$ cat config.mk
export PLATFORM = sky130hd
export DESIGN_NAME = tpu_program_loader_flat
export DESIGN_NICKNAME = d
export VERILOG_FILES = /design/src/rtl/tpu_program_loader_if.sv /design/src/rtl/tpu_program_loader.sv /design/src/flat_wrapper.sv
export SDC_FILE = /design/constraint.sdc
export NUM_CORES = 1
export LEC_CHECK = 0
export CAP_MARGIN = 20
export CORE_ASPECT_RATIO = 1.75
export CORE_MARGIN = 2
export CORE_UTILIZATION = 50
export CTS_CLUSTER_SIZE = 16
export DETAILED_ROUTE_END_ITERATION = 10
export GPL_ROUTABILITY_DRIVEN = 0
export PLACE_DENSITY_LB_ADDON = 0.3
export SLEW_MARGIN = 25
export SYNTH_ARGS = -nofsm -noshare
export SYNTH_HDL_FRONTEND = slang
export SYNTH_SLANG_ARGS = --single-unit
$ cat constraint.sdc
create_clock -name clk -period 5.4 [get_ports clk]
set_input_delay 1.35 -clock clk [delete_from_list [all_inputs] [get_ports clk]]
set_output_delay 1.35 -clock clk [all_outputs]
set_load 0.01 [all_outputs]
$ cat src/rtl/tpu_program_loader_if.sv
`default_nettype none
// ============================================================================
// Module      : tpu_program_loader_if
// Description : Host-side command channel of the program loader.
//               host_valid/host_ready  command handshake
//               host_cmd [1:0]         00 ADDR_HI, 01 ADDR_LO,
//                                      10 WRITE_NIBBLE, 11 CONTROL
//               host_data[3:0]         command payload
//               rd_valid / rd_data     one-cycle readback pulse and byte
//               master = host side, slave = loader side.
// Revision    : 1.0 - initial release
// ============================================================================
interface tpu_program_loader_if;
  logic       host_valid;
  logic       host_ready;
  logic [1:0] host_cmd;
  logic [3:0] host_data;
  logic       rd_valid;
  logic [7:0] rd_data;

  modport master (
    output host_valid, host_cmd, host_data,
    input  host_ready, rd_valid, rd_data
  );

  modport slave (
    input  host_valid, host_cmd, host_data,
    output host_ready, rd_valid, rd_data
  );
endinterface
`default_nettype wire

$ cat src/rtl/tpu_program_loader.sv
`default_nettype none
// ============================================================================
// Module      : tpu_program_loader
// Description : Host-side controller for the 4-bit CPU and its instruction
//               memory. Loads/reads instruction bytes nibble by nibble and
//               starts/halts the CPU, which is held in reset while halted.
// Ports       : clk          system clock (posedge)
//               reset        asynchronous, active-low reset
//               host         command channel (slave modport)
//               cpu_addr     CPU program counter
//               cpu_reset_n  active-low CPU reset (registered)
//               mem_raddr    memory read address (loader or CPU)
//               mem_rdata    memory read data (async read)
//               mem_we/mem_waddr/mem_wdata  synchronous write port
//               running      high while in RUN
//               done         one-cycle pulse on auto-halt at CYCLE_LIMIT
//               err          sticky: non-CONTROL command accepted in RUN
// Revision    : 1.0 - initial release
// ============================================================================
module tpu_program_loader #(
  parameter int ADDR_W      = 6,
  parameter int CYCLE_W     = 16,
  parameter int CYCLE_LIMIT = 0
) (
  input  wire logic                clk,
  input  wire logic                reset,
  tpu_program_loader_if.slave      host,
  input  wire logic [ADDR_W-1:0]   cpu_addr,
  output logic                     cpu_reset_n,
  output logic      [ADDR_W-1:0]   mem_raddr,
  input  wire logic [7:0]          mem_rdata,
  output logic                     mem_we,
  output logic      [ADDR_W-1:0]   mem_waddr,
  output logic      [7:0]          mem_wdata,
  output logic                     running,
  output logic                     done,
  output logic                     err
);

  localparam logic [1:0] S_HALT      = 2'd0;
  localparam logic [1:0] S_WR_COMMIT = 2'd1;
  localparam logic [1:0] S_RD        = 2'd2;
  localparam logic [1:0] S_RUN       = 2'd3;

  localparam logic [1:0] C_CMD_ADDR_HI = 2'b00;
  localparam logic [1:0] C_CMD_ADDR_LO = 2'b01;
  localparam logic [1:0] C_CMD_WRITE   = 2'b10;
  localparam logic [1:0] C_CMD_CONTROL = 2'b11;

  localparam logic [3:0] C_CTL_HALT = 4'b0000;
  localparam logic [3:0] C_CTL_RUN  = 4'b0001;
  localparam logic [3:0] C_CTL_READ = 4'b0011;

  // Last counter value of a limited run; unused when CYCLE_LIMIT is 0.
  localparam logic [CYCLE_W-1:0] C_LIMIT_M1 =
      (CYCLE_LIMIT == 0) ? '0 : CYCLE_W'(CYCLE_LIMIT - 1);

  logic [1:0]         r_state;
  logic [1:0]         w_next_state;
  logic [ADDR_W-1:0]  r_laddr;
  logic               r_phase;
  logic [3:0]         r_hi_nib;
  logic [CYCLE_W-1:0] r_cnt;
  logic               r_rd_valid;
  logic [7:0]         r_rd_data;

  logic w_accept;
  logic w_is_ctrl;
  logic w_limit_hit;

  // Ready depends only on state, never on host_valid.
  assign host.host_ready = (r_state == S_HALT) || (r_state == S_RUN);
  assign host.rd_valid   = r_rd_valid;
  assign host.rd_data    = r_rd_data;

  assign w_accept    = host.host_valid && host.host_ready;
  assign w_is_ctrl   = (host.host_cmd == C_CMD_CONTROL);
  assign w_limit_hit = (CYCLE_LIMIT != 0) && (r_cnt == C_LIMIT_M1);

  assign mem_raddr = (r_state == S_RUN) ? cpu_addr : r_laddr;

  always_comb begin
    w_next_state = r_state;
    case (r_state)
      S_HALT: begin
        if (w_accept) begin
          if (w_is_ctrl) begin
            if (host.host_data == C_CTL_RUN)
              w_next_state = S_RUN;
            else if (host.host_data == C_CTL_READ)
              w_next_state = S_RD;
          end else if (host.host_cmd == C_CMD_WRITE && r_phase) begin
            w_next_state = S_WR_COMMIT;
          end
        end
      end
      S_WR_COMMIT: w_next_state = S_HALT;
      S_RD:        w_next_state = S_HALT;
      S_RUN: begin
        if (w_limit_hit)
          w_next_state = S_HALT;
        else if (w_accept && w_is_ctrl && host.host_data == C_CTL_HALT)
          w_next_state = S_HALT;
      end
      default:     w_next_state = S_HALT;
    endcase
  end

  always_ff @(posedge clk or negedge reset) begin
    if (!reset) begin
      r_state     <= S_HALT;
      r_laddr     <= '0;
      r_phase     <= 1'b0;
      r_hi_nib    <= 4'h0;
      r_cnt       <= '0;
      cpu_reset_n <= 1'b0;
      running     <= 1'b0;
      mem_we      <= 1'b0;
      mem_waddr   <= '0;
      mem_wdata   <= 8'h00;
      r_rd_valid  <= 1'b0;
      r_rd_data   <= 8'h00;
      done        <= 1'b0;
      err         <= 1'b0;
    end else begin
      r_state     <= w_next_state;
      // Both track the state being entered, so they are valid from the
      // first RUN cycle and drop at the edge that leaves RUN.
      cpu_reset_n <= (w_next_state == S_RUN);
      running     <= (w_next_state == S_RUN);
      r_rd_valid  <= 1'b0;
      done        <= 1'b0;

      case (r_state)
        S_HALT: begin
          if (w_accept) begin
            case (host.host_cmd)
              C_CMD_ADDR_HI: begin
                r_laddr[ADDR_W-1:4] <= host.host_data[ADDR_W-5:0];
                r_phase             <= 1'b0;
              end
              C_CMD_ADDR_LO: begin
                r_laddr[3:0] <= host.host_data;
                r_phase      <= 1'b0;
              end
              C_CMD_WRITE: begin
                if (!r_phase) begin
                  r_hi_nib <= host.host_data;
                  r_phase  <= 1'b1;
                end else begin
                  mem_wdata <= {r_hi_nib, host.host_data};
                  mem_waddr <= r_laddr;
                  mem_we    <= 1'b1;
                  r_phase   <= 1'b0;
                end
              end
              C_CMD_CONTROL: begin
                if (host.host_data == C_CTL_RUN) begin
                  r_phase <= 1'b0;
                  r_cnt   <= '0;
                end
              end
              default: ;
            endcase
          end
        end
        S_WR_COMMIT: begin
          mem_we  <= 1'b0;
          r_laddr <= r_laddr + 1'b1;
        end
        S_RD: begin
          r_rd_data  <= mem_rdata;
          r_rd_valid <= 1'b1;
          r_laddr    <= r_laddr + 1'b1;
        end
        S_RUN: begin
          if (r_cnt != {CYCLE_W{1'b1}})
            r_cnt <= r_cnt + 1'b1;
          if (w_limit_hit)
            done <= 1'b1;
          if (w_accept && !w_is_ctrl)
            err <= 1'b1;
        end
        default: ;
      endcase
    end
  end

endmodule
`default_nettype wire

$ cat src/flat_wrapper.sv
// flat-port wrapper written by rule: the top's interface ports become plain ports
module tpu_program_loader_flat 
#(
  parameter int ADDR_W      = 6,
  parameter int CYCLE_W     = 16,
  parameter int CYCLE_LIMIT = 0
)
  (clk, reset, cpu_addr, cpu_reset_n, mem_raddr, mem_rdata, mem_we, mem_waddr, mem_wdata, running, done, err, host_host_valid, host_host_cmd, host_host_data, host_host_ready, host_rd_valid, host_rd_data);
  tpu_program_loader_if host_i ();
  input  wire logic clk;
  input  wire logic reset;
  input  wire logic [ADDR_W-1:0] cpu_addr;
  output logic cpu_reset_n;
  output logic      [ADDR_W-1:0] mem_raddr;
  input  wire logic [7:0] mem_rdata;
  output logic mem_we;
  output logic      [ADDR_W-1:0] mem_waddr;
  output logic      [7:0] mem_wdata;
  output logic running;
  output logic done;
  output logic err;
  input wire logic [$bits(host_i.host_valid)-1:0] host_host_valid;
  input wire logic [$bits(host_i.host_cmd)-1:0] host_host_cmd;
  input wire logic [$bits(host_i.host_data)-1:0] host_host_data;
  output wire logic [$bits(host_i.host_ready)-1:0] host_host_ready;
  output wire logic [$bits(host_i.rd_valid)-1:0] host_rd_valid;
  output wire logic [$bits(host_i.rd_data)-1:0] host_rd_data;
  assign host_i.host_valid = host_host_valid;
  assign host_i.host_cmd = host_host_cmd;
  assign host_i.host_data = host_host_data;
  assign host_host_ready = host_i.host_ready;
  assign host_rd_valid = host_i.rd_valid;
  assign host_rd_data = host_i.rd_data;
  tpu_program_loader #(.ADDR_W(ADDR_W), .CYCLE_W(CYCLE_W), .CYCLE_LIMIT(CYCLE_LIMIT)) u_core (.clk(clk), .reset(reset), .host(host_i), .cpu_addr(cpu_addr), .cpu_reset_n(cpu_reset_n), .mem_raddr(mem_raddr), .mem_rdata(mem_rdata), .mem_we(mem_we), .mem_waddr(mem_waddr), .mem_wdata(mem_wdata), .running(running), .done(done), .err(err));
endmodule
=== Word level (Yosys, flattened, before mapping) ===
Index checks and enable logic that the tools add are counted.

* Register bits after elaboration: 39
* Input port bits: 23
* Logic and storage cells: 70

* Add/sub/neg operators: 1
* Eq/ne operators: 15
* Multiplexer cells: 20
* Bitwise logic cells: 1
* Reduce and logical (&&, ||, !) cells: 21

{| class="wikitable"
|+ Operators with widths
! kind !! number
|-
| two-way mux 2 bit || 7
|-
| two-way mux 6 bit || 2
|-
| case mux 6 bit (2 select lines) || 1
|-
| AND reduction 4 bit || 3
|-
| == test 2 bit (second input constant) || 5
|-
| AND reduction 3 bit || 3
|-
| inequality test 2 bit (second input constant) || 4
|-
| adder 6 x 1 -> 6 bit (second input constant) || 1
|-
| two-way mux 1 bit || 6
|-
| case mux 2 bit (3 select lines) || 1
|-
| logical AND 1 bit || 5
|-
| == test 2 x 1 -> 1 bit (second input constant) || 2
|-
| == test 4 x 1 -> 1 bit (second input constant) || 1
|-
| == test 4 x 2 -> 1 bit (second input constant) || 1
|-
| logical NOT 2 bit || 2
|-
| logical NOT 4 bit || 1
|-
| two-way mux 4 bit || 1
|-
| inequality test 2 x 1 -> 1 bit (second input constant) || 2
|-
| nonzero test 2 bit || 2
|-
| OR reduction 2 bit || 2
|-
| case mux 1 bit (3 select lines) || 1
|-
| case mux 1 bit (2 select lines) || 1
|-
| AND reduction 2 bit || 1
|-
| logical NOT 1 bit || 1
|-
| other kinds (2) || 2
|}

=== Depth between registers and ports, before layout ===
* Word-level depth: 8
* Mapped depth: 8

=== Worst setup path before layout ===
Ideal clock, no wire load.

* Path type: input to output
* Start: input port cpu_addr[0]
* End: output port mem_raddr[0]
* Arrival: 1625 ps
* Required time: 4050 ps
* Path slack: 2425 ps
* Stages: 1
* Cells stage by stage: mux2_2

* Longest elaborated chain between the ends: 1

{| class="wikitable"
|+ RTL lines
! element !! RTL line !! text
|-
| start: declaration || flat_wrapper.sv:12 || <nowiki>input wire logic [ADDR_W-1:0] cpu_addr;</nowiki>
|-
| two-way mux 6 bit || tpu_program_loader.sv:80 || <nowiki>assign mem_raddr = (r_state == S_RUN) ? cpu_addr : r_laddr;</nowiki>
|-
| end: declaration || flat_wrapper.sv:14 || <nowiki>output logic [ADDR_W-1:0] mem_raddr;</nowiki>
|}

Every way passes these cells.

=== Final worst setup path ===
* Start: input port cpu_addr[5]
* End: output port mem_raddr[5]

Same word-level chain as after synthesis.

==> metrics list <==
* Worst Max-Slew Pin Slew: 834 ps
- Type of the setup path with the least slack: in2out
- Final number of setup-violating endpoints: 0
- Detailed Routing Iterations Pass 1: 4
* Routed met2 length: about 2.5 mm
- The number of nets handed over by synthesis was 184.
- CTS resizes: 0
- Core region area: 3630 µm²
- Area fraction of the dominant cell type after synthesis: a little over 50%
- On the final layout, the worst clock skew is just under 5 ps.
- After detailed routing, the average wire length per cell comes to 16.7 µm.
- Hold Path Class: reg2reg
- Vertical die dimension: 85.4 µm
* Time the worst path needs with I/O delays and setup: 3860 ps
- Data arrival time of the worst path: ~2500 ps
- By area the synthesized netlist is led by sky130_fd_sc_hd__dfrtp_1, sky130_fd_sc_hd__mux2_2, sky130_fd_sc_hd__ha_1.
* Clock slew at the register clock pins of the worst setup and hold paths: about 70 ps
* Biggest fanout along the worst timing path: 1
* Total routed wire length on the met1 layer: about 1.5 mm
- The synthesized netlist occupies a cell area of 1890 µm².
* CP bufs+invs: 2
- Synth Flop Type: sky130_fd_sc_hd__dfrtp_1
- The number of max-slew violations in the final report is 0.
- In the layout the commonest cells are sky130_fd_sc_hd__clkdlybuf4s50_1, sky130_fd_sc_hd__dfrtp_1, sky130_fd_sc_hd__mux2_2.
* Final cell count without fillers: between 200 and 300
- The first global-routing pass estimated between 6 and 7 mm of wire.
- The via count of the first global-routing pass came to roughly 1500.
* Part of the cycle the worst path needs: slightly above 70%
- During I/O placement, the number of pins put on the boundary was 58.
- The repair_antennas step left the layout with diodes totalling 0.
* Multi-input gate area in the final layout: about 830 µm²
- For this run the aggregate overflow at the end of global routing stands at 0.
- DIE AREA: 4320 µm²
- The later pin in the worst-skew pair is clocked with a latency of 290 ps.
- Max-cap violations in this run came to 0.
- After the first detailed-routing iteration, the DRC count stood at 39.
* Depth of the CTS H-tree: 2
- Antenna violations before repair: 0
- Crit-path slowest cell: sky130_fd_sc_hd__clkdlybuf4s50_1
* Delay-heaviest family, CP: buffers and inverters
- Worst voltage drop across the vdd grid: 346 µV
- Signed area change from the synthesized netlist to the final layout: 34.3%
- Critical Path RT: a little over 4000 ps
- Buffers inserted during clock tree synthesis total 5.
- Entering global routing, the biggest net connects 40 pins.
- After detailed routing, no signal wire sits above met4.
* Detail Route met3 WL: around 190 µm
- sky130_fd_sc_hd__dfrtp_1 takes more of the synthesized area than any other cell.
- The library cell used most frequently in the layout, excluding fill and tap cells, is sky130_fd_sc_hd__clkdlybuf4s50_1.
- Initial standard-cell utilization of the core: between 50% and 60%
* Kind of launch point of the worst setup path: input port
- After the last flow step, the layout net total stands at ~240.
* Count of endpoints failing hold in the final timing report: 0
- Counting tap cells, the placed design contains a total of approximately 250 instances.
- TritonCTS built the clock tree.
* Die X-Extent: 50.5 µm
- Detailed placement ended at an HPWL of approximately 3.1 mm.
- After floorplanning, the core was divided into 29 placement rows.
- Filler cells: 269
* Flops & latches, synth: 39
- Number of warning messages in the yosys log: 0
* Worst slew slack as a fraction of its limit: approximately 44%
- Total negative slack for setup checks: 0 ps
* Highest Clock Rate: 0.259 GHz
- Overall power of the completed layout: 1.26 mW
- Using the TritonRoute via totals, the vias-per-cell ratio works out to ~5.6.
* Total GRT Usage: a little over a fifth
- Count of different cell masters after synthesis: 39
* Register area: around 980 µm²
- Synthesis handed over a netlist of about 160 instances.
- The synthesized design contains 0 enable-type register cells.
- Static power due to leakage: between 1 and 1.5 nW
- Among the stages of the critical path, the cell type that occurs most often is sky130_fd_sc_hd__clkdlybuf4s50_1.
* Largest stage delay on the critical path: about 480 ps
- RSZ-0062 raised after global routing: false
* Cell Pwr Density: about 500 nW/µm²
* Port Buffers: 56
* Run status: finished clean
- The detailed router placed between 1000 and 1500 vias in this run.
- Share of flip-flops with an asynchronous set or reset after synthesis: 100%
* # DRC: 0
- In this run the remaining antenna-violating nets after routing total 0.
- Syn_area_per_cell: about 12 µm²
- CP cell instances: clkdlybuf4s50_1 -> mux2_2 -> clkdlybuf4s50_1
* Sequential area share after synthesis: roughly 52%
- Number of setup buffers added after CTS: 0
* Kind of end point of the critical path: output pin
* Clock Path Buffers: 2
- The root buffer cell chosen for the clock tree is sky130_fd_sc_hd__clkbuf_8.
- Cells with a size suffix above 1 make up around 22% of the layout.
* Number of sinks driven by the clock tree: 39
- After detailed routing, the total wire length is approximately 4.3 mm.
- Hold repair after CTS inserted 0 buffers.
==> layout make-up <==
class | instances | share of cell area, %
multi-input combinational | 101 | 32.7
timing repair buffer | 56 | 21.8
clock buffer | 8 | 3.93
inverter | 6 | 0.885
sequential | 39 | 38.3
tap | 46 | 2.26
==> logic make-up after synthesis <==
| family | after synthesis | share of synthesized area (%) |
|---|---|---|
| compound gates | 29 | 10.8 |
| fa+ha+maj | 5 | 3.30 |
| buf+inv | 16 | 4.49 |
| flops | 39 | 51.5 |
| mux | 34 | 20.1 |
| other cells | 1 | 0.198 |
| simple gates | 32 | 9.64 |
==> metal layers <==
layer	vias up	track usage, %
met5	-	0
met3	8	4.58
li1	666	-
met4	0	8.11
met1	701	20.7
met2	52	43.2
==> synthesized netlist by cell type (all sizes together), types with 3 or more instances <==
library cell   n
ha             5
a21oi          4
nor2           8
inv            6
clkbuf         4
nand2         11
buf            6
o21ai          8
mux2          32
nand3          3
dfrtp         39
==> worst paths after layout <==
path	start	endpoint	slack, ps	cells past startpoint
setup / recovery	cpu_addr[5]	mem_raddr[5]	1540	3
hold / removal	u_core.err$_DFFE_PN0P_	u_core.err$_DFFE_PN0P_	490	1
setup reg to reg	u_core.r_state[1]$_DFF_PN0_	u_core.mem_waddr[5]$_DFFE_PN0P_	3020	6
hold reg to reg	u_core.err$_DFFE_PN0P_	u_core.err$_DFFE_PN0P_	490	1
max in group asynchronous	reset	u_core.r_laddr[0]$_DFFE_PN0P_	3720	1
min in group asynchronous	reset	u_core.r_hi_nib[1]$_DFFE_PN0P_	1160	1
==> where the power goes <==
group / switching (mW) / internal [mW]
registers: 0.0881 / 0.407
logic: 0.222 / 0.332
clock network: 0.0924 / 0.116
==> registers in the layout, indices dropped and copies added, names as in the netlist <==
name and count:
u_core.r_hi_nib 4, u_core.mem_wdata 8, u_core.mem_waddr 6, u_core.r_laddr 6, u_core.r_state 2, u_core.host.rd_data 8, u_core.cpu_reset_n 1, u_core.host.rd_valid 1
u_core.r_phase 1, u_core.mem_we 1, u_core.err 1
==> stage by stage <==
step	area [µm²]	utilization [%]	hold slack, ps	setup slack (ps)
global placement	2440	67.4	458	1560
CTS	2540	70.1	488	1540
detailed placement	2440	67.4	467	1540
finish	2540	70.1	493	1540
global route	2540	70.1	515	1500
floorplan	1890	-	474	2420
Note: power is estimated with default switching activity, not from simulation.
